==> config.mk <==
export PLATFORM = sky130hd
export DESIGN_NAME = tdc_acq_sequencer
export DESIGN_NICKNAME = d
export VERILOG_FILES = /design/src/rtl/tdc_acq_sequencer_pkg.sv /design/src/rtl/tdc_acq_sequencer_tx_word_serializer.sv /design/src/rtl/tdc_acq_sequencer.sv
export SDC_FILE = /design/constraint.sdc
export NUM_CORES = 1
export LEC_CHECK = 0
export CORE_MARGIN = 1
export CORE_UTILIZATION = 46
export DETAILED_ROUTE_END_ITERATION = 8
export PLACE_DENSITY = 0.82
export SETUP_SLACK_MARGIN = 0.3
export SLEW_MARGIN = 15
export SYNTH_ARGS = -nofsm -noshare
export SYNTH_HDL_FRONTEND = slang
export SYNTH_SLANG_ARGS = --single-unit
export TNS_END_PERCENT = 100
==> constraint.sdc <==
create_clock -name clk -period 1.9 [get_ports clk]
set_input_delay 0.38 -clock clk [delete_from_list [all_inputs] [get_ports clk]]
set_output_delay 0.38 -clock clk [all_outputs]
set_load 0.02 [all_outputs]
==> src/rtl/tdc_acq_sequencer_pkg.sv <==
// Shared state encoding and constants for the TDC acquisition sequencer.
package tdc_acq_sequencer_pkg;

  localparam int         DATA_W_DEFAULT = 32;
  localparam logic [7:0] HDR_SYNC       = 8'hA5;

  typedef enum logic [2:0] {
    ST_IDLE,
    ST_WRITE,
    ST_SETTLE,
    ST_HDR0,
    ST_HDR1,
    ST_POP,
    ST_WAIT,
    ST_SEND
  } seq_state_t;

endpackage

==> src/rtl/tdc_acq_sequencer_tx_word_serializer.sv <==
// Loads one FIFO word and emits it MSB-first as DATA_W/8 bytes over a valid/ready
// handshake; done pulses in the cycle the final byte is accepted.
module tx_word_serializer #(
  parameter int DATA_W = 32
) (
  input  logic              clk,
  input  logic              rst_n,
  input  logic              load,
  input  logic [DATA_W-1:0] word,
  input  logic              ready,
  output logic              valid,
  output logic [7:0]        data,
  output logic              done
);

  localparam int NUM_BYTES = DATA_W / 8;
  localparam int IDX_W     = (NUM_BYTES > 1) ? $clog2(NUM_BYTES) : 1;
  localparam logic [IDX_W-1:0] LAST_IDX = IDX_W'(NUM_BYTES - 1);

  logic [DATA_W-1:0] shreg_reg;
  logic [IDX_W-1:0]  idx_reg;
  logic              valid_reg;
  logic              last_byte;

  assign last_byte = (idx_reg == LAST_IDX);

  always_ff @(posedge clk or negedge rst_n) begin
    if (!rst_n) begin
      shreg_reg <= '0;
      idx_reg   <= '0;
      valid_reg <= 1'b0;
    end else if (load) begin
      shreg_reg <= word;
      idx_reg   <= '0;
      valid_reg <= 1'b1;
    end else if (valid_reg && ready) begin
      // Shifting the whole word out leaves the register at zero, so data idles low.
      shreg_reg <= shreg_reg << 8;
      idx_reg   <= idx_reg + IDX_W'(1);
      if (last_byte) begin
        valid_reg <= 1'b0;
      end
    end
  end

  assign valid = valid_reg;
  assign data  = shreg_reg[DATA_W-1 -: 8];
  assign done  = valid_reg && ready && last_byte;

endmodule

==> src/rtl/tdc_acq_sequencer.sv <==
// TDC acquisition run sequencer: captures NUM_HITS timestamps into the hit FIFO, then drains
// them to the UART MSB-first. Define TDC_SEQ_HEADER_EN to prefix each read with 0xA5, count.
module tdc_acq_sequencer
  import tdc_acq_sequencer_pkg::*;
#(
  parameter int DATA_W      = DATA_W_DEFAULT,
  parameter int NUM_HITS    = 32,
  parameter int SETTLE_CYC  = 8,
  parameter int TIMEOUT_CYC = 1_000_000
) (
  input  logic              clk,
  input  logic              rst_n,
  input  logic              start_write,
  input  logic              start_read,
  input  logic              hit_valid,
  input  logic [DATA_W-1:0] hit_data,
  input  logic              fifo_full,
  input  logic              fifo_empty,
  input  logic [DATA_W-1:0] fifo_dout,
  output logic              fifo_wr_en,
  output logic [DATA_W-1:0] fifo_din,
  output logic              fifo_rd_en,
  output logic [7:0]        tx_data,
  output logic              tx_valid,
  input  logic              tx_ready,
  output logic              led_write_stage,
  output logic              led_read_stage,
  output logic              led_write_err,
  output logic              led_read_err
);

  localparam int CNT_W = $clog2(NUM_HITS + 1);
  localparam int TO_W  = $clog2(TIMEOUT_CYC + 1);
  localparam int ST_W  = $clog2(SETTLE_CYC + 1);
  localparam logic [CNT_W-1:0] NUM_HITS_C  = CNT_W'(NUM_HITS);
  localparam logic [TO_W-1:0]  TO_LAST     = TO_W'(TIMEOUT_CYC - 1);
  localparam logic [ST_W-1:0]  SETTLE_LAST = ST_W'(SETTLE_CYC - 1);

  seq_state_t        state_reg, state_next;
  logic [CNT_W-1:0]  hit_cnt_reg, hit_cnt_next;
  logic [CNT_W-1:0]  rd_cnt_reg, rd_cnt_next;
  logic [CNT_W-1:0]  ww_reg, ww_next;
  logic [TO_W-1:0]   to_cnt_reg, to_cnt_next;
  logic [ST_W-1:0]   settle_cnt_reg, settle_cnt_next;
  logic              wr_err_reg, wr_err_next;
  logic              rd_err_reg, rd_err_next;
  logic              fifo_wr_en_reg, fifo_wr_en_next;
  logic [DATA_W-1:0] fifo_din_reg, fifo_din_next;

  logic              ser_load, ser_valid, ser_done;
  logic [7:0]        ser_data;
  logic              hdr_valid;
  logic [7:0]        hdr_data;

  tx_word_serializer #(.DATA_W(DATA_W)) u_ser (
    .clk   (clk),
    .rst_n (rst_n),
    .load  (ser_load),
    .word  (fifo_dout),
    .ready (tx_ready),
    .valid (ser_valid),
    .data  (ser_data),
    .done  (ser_done)
  );

  always_ff @(posedge clk or negedge rst_n) begin
    if (!rst_n) begin
      state_reg      <= ST_IDLE;
      hit_cnt_reg    <= '0;
      rd_cnt_reg     <= '0;
      ww_reg         <= '0;
      to_cnt_reg     <= '0;
      settle_cnt_reg <= '0;
      wr_err_reg     <= 1'b0;
      rd_err_reg     <= 1'b0;
      fifo_wr_en_reg <= 1'b0;
      fifo_din_reg   <= '0;
    end else begin
      state_reg      <= state_next;
      hit_cnt_reg    <= hit_cnt_next;
      rd_cnt_reg     <= rd_cnt_next;
      ww_reg         <= ww_next;
      to_cnt_reg     <= to_cnt_next;
      settle_cnt_reg <= settle_cnt_next;
      wr_err_reg     <= wr_err_next;
      rd_err_reg     <= rd_err_next;
      fifo_wr_en_reg <= fifo_wr_en_next;
      fifo_din_reg   <= fifo_din_next;
    end
  end

  always_comb begin
    state_next      = state_reg;
    hit_cnt_next    = hit_cnt_reg;
    rd_cnt_next     = rd_cnt_reg;
    ww_next         = ww_reg;
    to_cnt_next     = to_cnt_reg;
    settle_cnt_next = settle_cnt_reg;
    wr_err_next     = wr_err_reg;
    rd_err_next     = rd_err_reg;
    fifo_wr_en_next = 1'b0;
    fifo_din_next   = fifo_din_reg;
    fifo_rd_en      = 1'b0;
    ser_load        = 1'b0;
    hdr_valid       = 1'b0;
    hdr_data        = 8'h00;
    case (state_reg)
      ST_IDLE: begin
        if (start_write) begin
          state_next   = ST_WRITE;
          hit_cnt_next = '0;
          to_cnt_next  = '0;
          wr_err_next  = 1'b0;
        end else if (start_read) begin
          state_next      = ST_SETTLE;
          rd_cnt_next     = '0;
          settle_cnt_next = '0;
          rd_err_next     = 1'b0;
        end
      end
      ST_WRITE: begin
        if (hit_valid && fifo_full) begin
          wr_err_next = 1'b1;
          ww_next     = hit_cnt_reg;
          state_next  = ST_IDLE;
        end else if (hit_valid) begin
          fifo_wr_en_next = 1'b1;
          fifo_din_next   = hit_data;
          hit_cnt_next    = hit_cnt_reg + CNT_W'(1);
          to_cnt_next     = '0;
          if (hit_cnt_reg == NUM_HITS_C - CNT_W'(1)) begin
            ww_next    = NUM_HITS_C;
            state_next = ST_IDLE;
          end
        end else if (to_cnt_reg >= TO_LAST) begin
          wr_err_next = 1'b1;
          ww_next     = hit_cnt_reg;
          state_next  = ST_IDLE;
        end else begin
          to_cnt_next = to_cnt_reg + TO_W'(1);
        end
      end
      ST_SETTLE: begin
        if (settle_cnt_reg == SETTLE_LAST) begin
`ifdef TDC_SEQ_HEADER_EN
          state_next = ST_HDR0;
`else
          state_next = ST_POP;
`endif
        end else begin
          settle_cnt_next = settle_cnt_reg + ST_W'(1);
        end
      end
`ifdef TDC_SEQ_HEADER_EN
      ST_HDR0: begin
        hdr_valid = 1'b1;
        hdr_data  = HDR_SYNC;
        if (tx_ready) state_next = ST_HDR1;
      end
      ST_HDR1: begin
        hdr_valid = 1'b1;
        hdr_data  = 8'(ww_reg);
        if (tx_ready) state_next = ST_POP;
      end
`endif
      ST_POP: begin
        if (rd_cnt_reg == ww_reg) begin
          state_next = ST_IDLE;
        end else if (fifo_empty) begin
          rd_err_next = 1'b1;
          state_next  = ST_IDLE;
        end else begin
          fifo_rd_en = 1'b1;
          state_next = ST_WAIT;
        end
      end
      ST_WAIT: begin
        ser_load   = 1'b1;
        state_next = ST_SEND;
      end
      ST_SEND: begin
        if (ser_done) begin
          rd_cnt_next = rd_cnt_reg + CNT_W'(1);
          state_next  = ST_POP;
        end
      end
      default: state_next = ST_IDLE;
    endcase
  end

  assign fifo_wr_en      = fifo_wr_en_reg;
  assign fifo_din        = fifo_din_reg;
  assign led_write_stage = (state_reg == ST_WRITE);
  assign led_read_stage  = (state_reg == ST_SETTLE) || (state_reg == ST_HDR0) ||
                           (state_reg == ST_HDR1)   || (state_reg == ST_POP)  ||
                           (state_reg == ST_WAIT)   || (state_reg == ST_SEND);
  assign led_write_err   = wr_err_reg;
  assign led_read_err    = rd_err_reg;
  assign tx_valid        = hdr_valid | ser_valid;
  assign tx_data         = hdr_valid ? hdr_data : (ser_valid ? ser_data : 8'h00);

endmodule

=== Yosys cells after proc, flatten, opt, wreduce, memory -nomap -nowiden ===
Index checks and enable logic that the tools add are counted.

* Bitwise gates (word level): 1
* Eq/ne operators: 28
* Muxes and demuxes: 57
* Reduce and logical (&&, ||, !) cells: 26
* $lt $le $gt $ge: 1
* Add/subtract/negate cells: 5

{| class="wikitable"
|+ Operators with widths
! cell !! count
|-
| two-way mux 20 bit || 4
|-
| two-way mux 32 bit || 2
|-
| two-way mux 6 bit || 10
|-
| case mux 20 bit (2 select lines) || 1
|-
| two-way mux 3 bit || 10
|-
| case mux 6 bit (2 select lines) || 2
|-
| adder 20 x 1 -> 20 bit, second input constant || 1
|-
| greater-or-equal comparator 20 bit, second input constant || 1
|-
| inequality test 2 bit, second input constant || 10
|-
| AND reduction 4 bit || 5
|-
| two-way mux 1 bit || 18
|-
| case mux 3 bit (6 select lines) || 1
|-
| adder 6 x 1 -> 6 bit, second input constant || 2
|-
| equality test 3 bit, second input constant || 4
|-
| two-way mux 4 bit || 3
|-
| nonzero test 2 bit || 6
|-
| AND reduction 5 bit || 2
|-
| two-way mux 8 bit || 1
|-
| inequality test 4 x 2 -> 1 bit, second input constant || 2
|-
| case mux 4 bit (2 select lines) || 1
|-
| equality test 3 x 2 -> 1 bit, second input constant || 2
|-
| equality test 6 x 5 -> 1 bit, second input constant || 1
|-
| equality test 6 bit || 1
|-
| inequality test 3 x 1 -> 1 bit, second input constant || 2
|-
| 16 further kinds || 26
|}

* Bits of input ports: 72
* Register bits: 115
* Output and inout bits: 47
* Word-level logic and storage cells: 131

=== Longest topological paths before layout ===
Gate-level depths: netlist of run 1.

* Word-level depth: 6
* Depth in mapped cells: 8
* Mapped depth without buffers: 7

=== Hierarchy ===
A second synthesis of run 1 with hierarchy kept.

* Cells, all modules: 620
* Area total of the unflattened synthesis: 5,905.7 sq um

{| class="wikitable"
|+ Modules (own cells, without submodules)
! module !! sequential area each (sq um) !! cells each !! times used !! area an instance (sq um)
|-
| tdc_acq_sequencer || 2,001.9 || 427 || 1 || 3,937.5
|-
| tx_word_serializer || 875.8 || 193 || 1 || 1,968.1
|}

=== Worst setup path after synthesis of run 1 ===
Ideal clock, no wire load.

* Kind: register to register
* Start: reg state_reg[2]
* End: reg to_cnt_reg[5]
* Path buffers: 2
* Path slack: -0.144 ns
* Data arrival time: 1.966 ns
* Required time: 1.822 ns
* Period minus slack after synthesis: 2.044 ns
* Library setup time: 0.078 ns
* Stages on the path, launching flop included: 9
* Cell sequence: dfrtp_1 buf_6 nor2_4 inv_2 a311o_1 a211o_1 buf_2 or4_1 a21oi_1

* Cells in the longest elaborated chain, start to end: 3
* Elaborated cells between the ends (all ways): 8
* Those cells by class: 4 x eq/ne; 1 x mux; 3 x reduce/logical

{| class="wikitable"
|+ Ends and longest elaborated chain
! what !! RTL line !! RTL
|-
| start: declaration || tdc_acq_sequencer.sv:39 || <nowiki>seq_state_t state_reg, state_next;</nowiki>
|-
| start signal: assignment || tdc_acq_sequencer.sv:79 || <nowiki>state_reg <= state_next;</nowiki>
|-
| equality test 3 x 1 -> 1 bit or logical NOT 3 bit (tied branches) || tdc_acq_sequencer.sv:107 || <nowiki>case (state_reg)</nowiki>
|-
| inequality test 3 bit (no source line), or another cell as far along || n/a ||
|-
| AND reduction 4 bit (no source line) || n/a ||
|-
| end signal: assignment || tdc_acq_sequencer.sv:83 || <nowiki>to_cnt_reg <= to_cnt_next;</nowiki>
|-
| end: declaration || tdc_acq_sequencer.sv:43 || <nowiki>logic [TO_W-1:0] to_cnt_reg, to_cnt_next;</nowiki>
|}

Several ways; a longest one is shown, not always the timed one.
A chain may end at the register's enable or synchronous reset.

=== Worst setup path after layout of run 1 ===
* Start: reg ww_reg[4]
* End: out fifo_rd_en

* Cells in the longest elaborated chain, start to end: 3

{| class="wikitable"
|+ Ends and longest elaborated chain
! what !! RTL line !! RTL
|-
| start: declaration || tdc_acq_sequencer.sv:42 || <nowiki>logic [CNT_W-1:0] ww_reg, ww_next;</nowiki>
|-
| start signal: assignment || tdc_acq_sequencer.sv:82 || <nowiki>ww_reg <= ww_next;</nowiki>
|-
| equality test 6 bit || tdc_acq_sequencer.sv:167 || <nowiki>if (rd_cnt_reg == ww_reg) begin</nowiki>
|-
| two-way mux 1 bit || tdc_acq_sequencer.sv:167 ||
|-
| two-way mux 1 bit || tdc_acq_sequencer.sv:107 ||
|-
| end: declaration || tdc_acq_sequencer.sv:22 || <nowiki>output logic fifo_rd_en,</nowiki>
|}

Every way passes these cells.

==> results of run 1 <==
worst max-delay path, cell delays in order, from the launching register on:
cell	delay [ns]
dfrtp_1	0.42
xor2_1	0.29
nor4_2	0.10
buf_4	0.15
a311oi_4	0.27
buf_6	0.17
path summary, 6_finish.rpt:
check | startpoint | slack [ns] | end
setup reg to reg | to_cnt_reg[10]$_DFFE_PN0P_ | -0.16 | to_cnt_reg[5]$_DFFE_PN0P_
max in group asynchronous | rst_n | 0.87 | u_ser.valid$_DFFE_PN0P_
setup / recovery | ww_reg[4]$_DFFE_PN0P_ | -0.30 | fifo_rd_en
hold reg to reg | led_write_err$_DFFE_PN0P_ | 0.49 | led_write_err$_DFFE_PN0P_
hold / removal | fifo_full | 0.42 | led_write_err$_DFFE_PN0P_
min in group asynchronous | rst_n | 0.43 | settle_cnt_reg[3]$_DFFE_PN0P_
cell families (layout without fill, tap and decap cells):
group	Yosys count	after routing	synth area share, %
flip-flops	115	115	53.83
adder cells (fa/ha/maj)	5	5	1.170
XOR/XNOR	15	15	2.457
AND/OR/NAND/NOR	185	185	16.99
multiplexers	64	64	12.80
AO/OA/AOI/OAI	92	93	10.18
buffers and inverters	33	279	2.574
cells in the mapped netlist (9+ instances only):
master	number	area (sq um)
and3_1	9	56.30
nor2_1	52	195.2
nand2_1	47	176.4
dfrtp_1	115	2878
xor2_1	12	105.1
mux2i_1	29	290.3
mux2_2	35	394.1
a21oi_1	44	220.2
or3_1	11	68.82
inv_1	10	37.54
clkbuf_1	15	56.30
nand3_1	22	110.1
o21ai_0	20	100.1
and2_1	10	62.56
what timing repair did:
action / in CTS / in global routing
pin swaps: 32 / 28
cloned: 5 / 0
endpoints found under the setup margin: 114 / 86
hold buffers: 1 / 0
resized for setup: 212 / 43
setup buffers: 28 / 17
endpoints found under the hold margin: 25 / 0
cell usage in the layout (no fill, tap or decap), types with 4 or more instances in the layout:
cell type and n:
dfrtp_1 113, buf_4 79, clkdlybuf4s50_1 67, nor2_1 45
nand2_1 45, buf_6 41, dlygate4sd2_1 35, mux2_4 33
a21oi_1 32, mux2i_1 28, nand3_1 21, clkbuf_16 17
o21ai_0 15, xor2_1 12, a21oi_2 11, and2_4 9
and3_1 9, inv_1 8, or3_4 8, buf_12 8
o21a_1 5, nor2_2 5, nand4_1 5, nand3b_1 4
a22o_1 4, o21ai_1 4, ha_1 4, clkbuf_8 4
buf_16 4
cell type report:
type	instances	area, sq um
Fill cell	652	2514
Inverter	11	48.80
Multi-Input combinational cell	362	2801
Clock inverter	5	100.1
Sequential cell	115	2880
Clock buffer	24	491.7
Tap cell	143	178.9
Timing Repair Buffer	239	2355
power by group:
part           switching, mW  total (mW)  leakage, nW  internal (mW)
clock                   1.05        3.22        0.292           2.17
combinational           2.63        5.56         2.48           2.94
sequential             0.547        3.82         1.49           3.27
total                   4.22        12.6         4.26           8.38
layer usage:
metal | vias up | wire length (um) | global-route usage [%]
met5 | - | 0 | 0
met4 | 0 | 795 | 15.52
met3 | 64 | 786 | 6.639
met2 | 201 | 8991 | 48.39
met1 | 2464 | 6301 | 28.65
li1 | 2275 | - | -
metrics by stage:
stage / hold WS, ns / setup slack, ns / cell area, sq um
5_1_grt: 0.4454 / -0.3666 / 8856
2_1_floorplan: 0.08441 / -0.1307 / 5429
4_1_cts: 0.4412 / -0.2212 / 8581
3_3_place_gp: 0.3249 / -0.4364 / 7271
3_5_place_dp: 0.3340 / -0.4962 / 7271
6_report: 0.4163 / -0.3020 / 8856
==> metrics, run 1 <==
TritonCTS Buffers=17; Yosys cell types=49; clk slew on worst S/H paths=0.05 ns; Post-Syn Area=5346 sq um; Final WS setup=-0.3020 ns; largest net degree at the start of global routing=58; GRT Overall Usage=26.97%; share of cells above drive strength 1=35.19%; Yosys Warn Count=0; Max-cap violations=0; DRC violations left=0; Synth Net Count=586; worst-margin pin slew=0.4206 ns; Ports=119; GP Congestion=0.8633; minimum clock period after layout=2.202 ns; drt pass-1 iters=6; Die Width=109.8 um; port bufs=118; final hold vios=0; Syn Area/Cell=10.50 sq um; hold depth=4; Fmax=454.1 MHz; maximum vdd drop=0.001220 V; Crit Path Class=register to output port; total vias in the final route=5,004; Vias/cell=5.566; Crit. End Element=output port; CP startpoint kind=register; via count of the first global-routing pass=5,089; die height=109.8 um; Rows=39; Starting DRT DRC Count=294; violated checks=setup timing; final non-filler cell total=899; final max-slew violation count=0; RSZ-0062 raised after global routing=true; HP Class=primary input to register; Max FO, Critical Path=2; worst rel slew slack=71.84%; number of synthesized flops with an enable pin=0; first-pass GRT wire length=24,290 um; CTS H-tree depth=4; CTS root buf=clkbuf_16; Worst-Skew Late Latency=0.42 ns; Nets=823; asr flop ratio synth=100.0%; die area=12,060 sq um; power consumption=12.60 mW; Setup-failing EPs final=59; initial antenna violation count=0; flops & latches, synth=115; Layout Utilization=77.89%; CTS Buffer Depth=2; synthesis-to-finish area growth=65.64%; CTS tree=yes; FF-to-FF path depth=5; LEAKAGE=4.262 nW; average routed wire per standard cell=18.77 um; Post-Route WL=16,880 um; period utilization=115.9%; ys flop type=dfrtp_1; grt ovf=0; starting density of the core=47.02%; Cells after Synth=509; Inst Count DP=819; Final Skew=0.008478 ns; ant diodes=0; WP data required=1.52 ns; Final HPWL DP=9595 um; P per Cell Area=1423 nW/um^2; status=complete, but fails checks; Worst EP arrival=1.82 ns; register area share after synthesis=53.83%; setup TNS=-4.965 ns; post-route ant nets=0; CTS Sinks=115; Placeable Area=11,370 sq um
No activity file was read; power rests on OpenSTA's default activity.
==> run 2: changes to the inputs <==
- CORE_UTILIZATION: 46 -> 51
- PLACE_DENSITY: 0.82 -> 0.86
- RECOVER_POWER: not set -> 25
- clock period: 1.9 -> 2.67 ns (I/O delays scaled with it)
==> run 2 against run 1 <==
The run now ends clean. Wire length down 26%. Core utilization down 5.4 points. Combinational power down 50%. Sequential share of layout area up 6.3 points. Total power down 37%. Non-clock buffer count down 104. Hold slack better by 0.068 ns. Via count down 13%. Register-to-register slack better by 0.59 ns. Final cell count down 12%. Largest cell class unchanged. Largest power group unchanged.
==> metrics, run 2 (synthesis gave the netlist of run 1 again) <==
average routed wire per standard cell=15.73 um; Crit. End Element=output port; CTS Sinks=115; via count of the first global-routing pass=4,445; Final HPWL DP=8464 um; Multi-input gate area=2360 sq um; setup TNS=0 ns; Layout Utilization=72.51%; grt ovf=0; minimum clock period after layout=2.373 ns; DRC violations left=0; WP data required=2.14 ns; Nets=718; power consumption=7.904 mW; P per Cell Area=1066 nW/um^2; HP Class=register to register; GP Congestion=0.8609; most frequent cells in the layout=115 x clkdlybuf4s50_1, 112 x dfrtp_1, 51 x nor2_1, 47 x nand2_1, 44 x a21oi_1; Max FO, Critical Path=3; Rows=37; status=complete, no violations; Vias/cell=5.499; Worst EP arrival=1.84 ns; CTS H-tree depth=4; worst rel slew slack=21.49%; LEAKAGE=3.356 nW; Starting DRT DRC Count=234; final hold vios=0; CP startpoint kind=register; total vias in the final route=4,344; RSZ-0062 raised after global routing=true; die height=104.4 um; worst-margin pin slew=1.178 ns; Setup-failing EPs final=0; share of cells above drive strength 1=14.53%; initial antenna violation count=0; die area=10,900 sq um; Placeable Area=10,230 sq um; CTS Buffer Depth=2; Crit Path Class=register to output port; most common cell after layout, fill and taps aside=clkdlybuf4s50_1; post-route ant nets=0; CTS root buf=clkbuf_8; Post-Route WL=12,430 um; Ports=119; drt pass-1 iters=5; Fillers=681; final max-slew violation count=0; Final Skew=0.005281 ns; port bufs=118; Max-cap violations=0; Die Width=104.4 um; starting density of the core=52.26%; TritonCTS Buffers=17; clk slew on worst S/H paths=0.05 ns; synthesis-to-finish area growth=38.75%; maximum vdd drop=0.0005623 V; period utilization=88.88%; register area=2882 sq um; CTS tree=yes; Fmax=421.4 MHz; Worst-Skew Late Latency=0.50 ns; first-pass GRT wire length=20,980 um; largest net degree at the start of global routing=67; GRT Overall Usage=24.08%; ant diodes=0
-- run 2: cell count changes in the layout (fill, tap and decap cells not counted), sizes merged --
| cell | delta |
|---|---|
| buf | -115 |
| a211o | -1 |
| clkbuf | -1 |
| clkdlybuf4s50 | +48 |
| dlygate4sd2 | -34 |
| clkinvlp | +2 |
| bufinv | +1 |
| dlymetal6s2s | -3 |
| clkinv | +1 |
-- run 2: report_power, final --
group | switching, mW | total, mW | leakage, nW | internal [mW]
Combinational | 1.39 | 2.80 | 1.56 | 1.40
Clock | 0.753 | 2.36 | 0.304 | 1.61
Sequential | 0.415 | 2.74 | 1.49 | 2.33
-- run 2: repair_timing --
action	4_1_cts	5_1_grt
gates resized for setup	8	5
gates cloned	0	0
endpoints found under the hold margin	18	0
pin swaps	1	3
hold buffers	1	0
buffers inserted	1	3
endpoints found under the setup margin	11	11
-- run 2: layer usage --
metal / up-vias / GRT usage (%) / routed length (um)
li1: 2072 / - / -
met1: 2111 / 29.36 / 5159
met2: 142 / 41.82 / 6602
met3: 19 / 5.514 / 494
met4: 0 / 8.367 / 172
met5: - / 0 / 0
-- run 2: stage by stage --
step | setup slack (ns) | cells | instance area, sq um | hold WS, ns
floorplan | 0.6256 | 509 | 5346 | 0.2384
global placement | 0.1392 | 753 | 6734 | 0.4333
detailed placement | 0.03431 | 753 | 6734 | 0.4380
CTS | 0.1165 | 787 | 7393 | 0.4511
global route | 0.2249 | 790 | 7418 | 0.5199
finish | 0.2969 | 790 | 7418 | 0.4840
-- run 2: critical path, stage by stage, from the launching register on --
cell	delay, ns
dfrtp_1	0.43
xor2_1	0.18
nor4_2	0.36
a311oi_2	0.17
buf_4	0.19
-- run 2: worst paths after layout --
kind | endpoint | slack (ns) | cells past startpoint | start
worst max-delay path | fifo_rd_en | 0.30 | 4 | rd_cnt_reg[4]$_DFFE_PN0P_
worst min-delay path | to_cnt_reg[19]$_DFFE_PN0P_ | 0.48 | 1 | to_cnt_reg[19]$_DFFE_PN0P_
worst max register to register | to_cnt_reg[4]$_DFFE_PN0P_ | 0.43 | 6 | to_cnt_reg[11]$_DFFE_PN0P_
worst min register to register | to_cnt_reg[19]$_DFFE_PN0P_ | 0.48 | 1 | to_cnt_reg[19]$_DFFE_PN0P_
max in group asynchronous | to_cnt_reg[7]$_DFFE_PN0P_ | 0.85 | 3 | rst_n
min in group asynchronous | settle_cnt_reg[1]$_DFFE_PN0P_ | 0.80 | 2 | rst_n
-- run 2: final cells by class --
| class | instances | area share [%] |
|---|---|---|
| Tap cell | 136 | 2.294 |
| Timing Repair Buffer | 135 | 18.05 |
| Inverter | 11 | 0.5566 |
| Sequential cell | 115 | 38.84 |
| Multi-Input combinational cell | 361 | 31.81 |
| Clock buffer | 23 | 6.426 |
| Clock inverter | 9 | 2.024 |
